[config.mk]
export PLATFORM = sky130hd
export DESIGN_NAME = veerwolf_sevenseg
export DESIGN_NICKNAME = d
export VERILOG_FILES = /design/src/rtl/veerwolf_sevenseg.sv
export SDC_FILE = /design/constraint.sdc
export NUM_CORES = 1
export LEC_CHECK = 0
export CORE_AREA = 2 2 64 90
export CTS_CLUSTER_DIAMETER = 120
export DETAILED_ROUTE_END_ITERATION = 6
export DIE_AREA = 0 0 66 92
export MAX_ROUTING_LAYER = met4
export PLACE_DENSITY = 0.73
export SLEW_MARGIN = 20
export SYNTH_ARGS = -nofsm -noshare
export SYNTH_HDL_FRONTEND = slang
export SYNTH_SLANG_ARGS = --single-unit
[constraint.sdc]
create_clock -name clk -period 4.2 [get_ports clk]
set_input_delay 0.63 -clock clk [delete_from_list [all_inputs] [get_ports clk]]
set_output_delay 0.63 -clock clk [all_outputs]
set_load 0.01 [all_outputs]
[src/rtl/veerwolf_sevenseg.sv]
// Four-digit multiplexed hex display driver: registered outputs, one cycle behind the scan state.
// Each digit gets a blanking gap before its lit slot; inputs are snapshotted once per scan to avoid tearing.
module veerwolf_sevenseg #(
  parameter int ON_CYCLES    = 25000,
  parameter int BLANK_CYCLES = 250
) (
  input  logic        clk,
  input  logic        rst,
  input  logic [15:0] i_value,
  input  logic [3:0]  i_en,
  input  logic [3:0]  i_dp,
  output logic [6:0]  o_seg_n,
  output logic        o_dp_n,
  output logic [3:0]  o_an_n
);

  localparam int MAXC = (ON_CYCLES > BLANK_CYCLES) ? ON_CYCLES : BLANK_CYCLES;
  localparam int CW   = (MAXC > 1) ? $clog2(MAXC) : 1;
  localparam logic [CW-1:0] ON_LAST    = CW'(ON_CYCLES - 1);
  localparam logic [CW-1:0] BLANK_LAST = CW'(BLANK_CYCLES - 1);

  typedef enum logic {BLANK, ON} state_t;

  state_t        state, state_nxt;
  logic [1:0]    digit, digit_nxt;
  logic [CW-1:0] cnt, cnt_nxt;
  logic [15:0]   value_q;
  logic [3:0]    en_q, dp_q;
  logic          load;
  logic [3:0]    nib;
  logic [6:0]    glyph;
  logic [6:0]    seg_nxt;
  logic          dp_nxt;
  logic [3:0]    an_nxt;

  assign load = (state == BLANK) && (digit == 2'd0) && (cnt == '0);
  assign nib  = value_q[{digit, 2'b00} +: 4];

  always_comb begin
    state_nxt = state;
    digit_nxt = digit;
    cnt_nxt   = cnt + 1'b1;
    if (state == BLANK) begin
      if (cnt == BLANK_LAST) begin
        cnt_nxt   = '0;
        state_nxt = ON;
      end
    end else begin
      if (cnt == ON_LAST) begin
        cnt_nxt   = '0;
        state_nxt = BLANK;
        digit_nxt = digit + 2'd1;
      end
    end
  end

  always_comb begin
    glyph = 7'h7F;
    case (nib)
      4'h0: glyph = 7'h40;
      4'h1: glyph = 7'h79;
      4'h2: glyph = 7'h24;
      4'h3: glyph = 7'h30;
      4'h4: glyph = 7'h19;
      4'h5: glyph = 7'h12;
      4'h6: glyph = 7'h02;
      4'h7: glyph = 7'h78;
      4'h8: glyph = 7'h00;
      4'h9: glyph = 7'h10;
      4'hA: glyph = 7'h08;
      4'hB: glyph = 7'h03;
      4'hC: glyph = 7'h46;
      4'hD: glyph = 7'h21;
      4'hE: glyph = 7'h06;
      4'hF: glyph = 7'h0E;
      default: glyph = 7'h7F;
    endcase
  end

  // Disabled digits keep their timing slot but leave every anode off.
  always_comb begin
    an_nxt  = 4'hF;
    seg_nxt = 7'h7F;
    dp_nxt  = 1'b1;
    if (state == ON) begin
      seg_nxt = glyph;
      dp_nxt  = ~dp_q[digit];
      if (en_q[digit]) an_nxt = ~(4'b0001 << digit);
    end
  end

  always_ff @(posedge clk) begin
    if (rst) begin
      state   <= BLANK;
      digit   <= 2'd0;
      cnt     <= '0;
      value_q <= 16'h0000;
      en_q    <= 4'h0;
      dp_q    <= 4'h0;
      o_an_n  <= 4'hF;
      o_seg_n <= 7'h7F;
      o_dp_n  <= 1'b1;
    end else begin
      state   <= state_nxt;
      digit   <= digit_nxt;
      cnt     <= cnt_nxt;
      o_an_n  <= an_nxt;
      o_seg_n <= seg_nxt;
      o_dp_n  <= dp_nxt;
      if (load) begin
        value_q <= i_value;
        en_q    <= i_en;
        dp_q    <= i_dp;
      end
    end
  end

endmodule

==> metrics.md <==
| Metric | Value |
|---|---|
| Outcome | completed |
| Power Dens Cells | 328 nW/um^2 |
| IO Count | 38 |
| Clk slew on worst S/H paths | 0.11 ns |
| Sequential share of the synthesized area | 42.1% |
| DP HPWL | 4050 um |
| First-pass GRT wire length | 9030 um |
| Initial antenna violation count | 0 |
| Multi-input logic area | 1330 um^2 |
| Pwr Total | 0.000990 W |
| CTS Buffer Depth | 2 |
| Synthesis-to-layout area growth | 17.3% |
| Clk Latency, worst-skew pair | 0.31 ns |
| DRT iter0 DRCs | 76 |
| Die span in y | 92 um |
| Sink Count | 54 |
| Worst slew pin tran | 0.858 ns |
| Setup bufs post-CTS | 0 |
| CP Cell Sequence | inv_1 > ha_1 > nor4bb_1 > and3_1 > nand3_1 > a21oi_1 |
| Routed Antenna Nets | 0 |
| Syn. warnings | 0 |
| CTS Buf Count | 5 |
| Syn Area/Cell | 9.11 um^2 |
| Syn_nets | 321 |
| Final worst-path cycle share | 57.7% |
| Slew Limit Fails | 0 |
| Drt wl/cell | 14.7 um |
| R2r endpoint | value_q[4]$_SDFFE_PP0P_ |
| Post-synth top flop | dfxtp_1 |
| WP buf/inv | 1 |
| Crit path max-delay family | simple AND/OR/NAND/NOR gates |
| Fillcell total | 496 |
| Synth async-reset ratio | 0% |
| Reg2Reg Depth | 6 |
| Worst slew margin | 42.8% |
| Crit path max fanout | 24 |
| # DRC | 0 |
| FMAX | 0.413 GHz |
| Final setup TNS | 0 ns |
| Initial DRT Pass Iterations | 4 |
| Synthesized instance count | 282 |
| Setup ws final | 1.78 ns |
| Hold depth | 2 |
| Commonest non-fill, non-tap cell in the layout | dfxtp_1 |
| CTS root buf | clkbuf_8 |
| Placeable Area | 5370 um^2 |
| Die Area | 6070 um^2 |
| Place WS | 1.75 ns |
| Final Skew | 0.0133 ns |
| GRT Util Overall | 19.7% |
| Final min period | 2.42 ns |
| Vias per cell | 5.57 |
| Crit. End Element | register |
| Max Cap Viol | 0 |
| Post-CTS Resized | 0 |
| DRT Wirelength | 5550 um |
| Vias | 2,106 |
| Nets | 348 |
| Total gr overflow | 0 |
| CP required | 4.45 ns |
| Post-synth EDFFs | 0 |
| Ant diodes | 0 |
| Layout cell share with drive strength beyond 1 | 8.71% |
| Static Leakage | 1.05 nW |
| Crit-path slowest cell | and3_1 |
| Input/output buffers | 37 |
| Reg-to-Reg Start | digit[0]$_SDFFE_PP0P_ |
| Hold EP | value_q[6]$_SDFFE_PP0P_ |
| R2R Setup Slk | 1.78 ns |
| Worst setup SP type | register |
| VDD IR max | 0.000203 V |
| Row count | 32 |
| Worst Path Arrival | 2.67 ns |
| Cell variety after synth | 42 |
| FF+latch area | 1080 um^2 |
| Unrepaired setup endpoints after global routing | false |
| Hold WC Path Type | reg -> reg |
| Largest net degree at the start of global routing | 31 |
| Most frequent cells in the layout | 54 x dfxtp_1, 37 x clkdlybuf4s50_1, 34 x nand3_1, 29 x a21oi_1, 25 x o21ai_0 |
| Crit-path max cell delay | 0.78 ns |
| CTS Hold Buffers Added | 0 |
| Synthesized area | 2570 um^2 |
| Die Wd | 66 um |
| CTS tree | yes |
| Setup Viol. Count Final | 0 |
| H-Tree Depth | 2 |
| Final Hold Viols | 0 |
| Hold_sp | value_q[6]$_SDFFE_PP0P_ |
| Vias in the first global route | 1,992 |
| WS Path Type | reg -> reg |
| Gpl congestion | 0.794 |
| Post-synthesis register bit count | 54 |
| Starting Density | 47.9% |
## power breakdown
part / switching, W / internal (W) / total [W]
Combinational: 0.0000779 / 0.0000646 / 0.000143
Clock: 0.000178 / 0.000120 / 0.000297
Sequential: 0.0000135 / 0.000536 / 0.000550
Total: 0.000269 / 0.000721 / 0.000990
## through the flow
| stage | std cells | area, um^2 | util [%] | hold WS, ns |
|---|---|---|---|---|
| floorplan | 282 | 2570 | - | 0.443 |
| global placement | 370 | 2920 | 54.5 | 0.455 |
| detailed placement | 370 | 2920 | 54.5 | 0.466 |
| finish | 378 | 3010 | 56.2 | 0.482 |
| global route | 378 | 3010 | 56.2 | 0.506 |
| CTS | 378 | 3010 | 56.2 | 0.481 |
## synth_stat cells (2+ instances only)
master    instances  area [um^2]
a21oi_1          29          145
and3_1            3         18.8
buf_4             3         22.5
clkbuf_1         10         37.5
clkbuf_8          2         27.5
dfxtp_1          54         1080
ha_1             13          163
inv_1            12         45.0
mux2_2            2         22.5
mux2i_1           2         20.0
mux4_2            6          135
nand2_1          12         45.0
nand2b_1          4         25.0
nand3_1          34          170
nand4_1           3         18.8
nor2_1           20         75.1
nor3_1            5         25.0
nor4_1            5         31.3
o21ai_0          25          125
o21ai_1           2         10.0
o221ai_1          2         17.5
or4_4             3         33.8
xnor2_1          11         96.3
xor2_1            2         17.5
## how the worst max path moves through the flow
stage | start | to | slack (ns) | depth (start not counted)
2_1_floorplan | digit[1]$_SDFFE_PP0P_ | value_q[10]$_SDFFE_PP0P_ | 2.22 | 9
3_3_place_gp | digit[0]$_SDFFE_PP0P_ | value_q[3]$_SDFFE_PP0P_ | 1.90 | 6
3_5_place_dp | digit[0]$_SDFFE_PP0P_ | value_q[4]$_SDFFE_PP0P_ | 1.75 | 6
4_1_cts | digit[0]$_SDFFE_PP0P_ | value_q[4]$_SDFFE_PP0P_ | 1.74 | 6
5_1_grt | digit[0]$_SDFFE_PP0P_ | en_q[2]$_SDFFE_PP0P_ | 1.54 | 6
6_report | digit[0]$_SDFFE_PP0P_ | value_q[4]$_SDFFE_PP0P_ | 1.78 | 6
## cell type report
| class | instances | area share, % |
|---|---|---|
| clock buffers | 5 | 2.28 |
| clock inverters | 3 | 0.789 |
| inverters | 12 | 1.49 |
| multi-input cells | 197 | 44.0 |
| flip-flops and latches | 54 | 35.9 |
| well taps | 68 | 2.82 |
| repair buffers | 39 | 12.8 |
## logic make-up (layout without fill, tap and decap cells)
kind of cell / count (synthesis) / in the layout / share of synthesized area [%]
adders and majority gates: 13 / 13 / 6.33
buffers and inverters: 31 / 59 / 6.38
and+or+nand+nor: 96 / 96 / 20.0
AOI/OAI and AO/OA: 65 / 65 / 13.9
xor gates and xnor gates: 13 / 13 / 4.43
DFF: 54 / 54 / 42.1
muxes: 10 / 10 / 6.91
## sequential cells by signal, summed over array words and instances (netlist names)
register,count
en_q,4
value_q,16
state,1
cnt,15
dp_q,4
o_dp_n,1
o_an_n,4
o_seg_n,7
digit,2
## worst min-delay path: stages, from the launching register on
cell and delay, ns:
dfxtp_1 0.32, o21ai_0 0.07, a21oi_1 0.06
## layer usage
| layer | vias to the layer above | share of wire [%] | global-route usage (%) |
|---|---|---|---|
| met3 | 9 | 3.3 | 3.07 |
| met4 | 0 | 2.2 | 7.48 |
| met1 | 1003 | 42 | 22.7 |
| li1 | 1052 | - | - |
| met5 | - | 0 | - |
| met2 | 42 | 53 | 33.8 |
(Power assumes the default switching activity.)
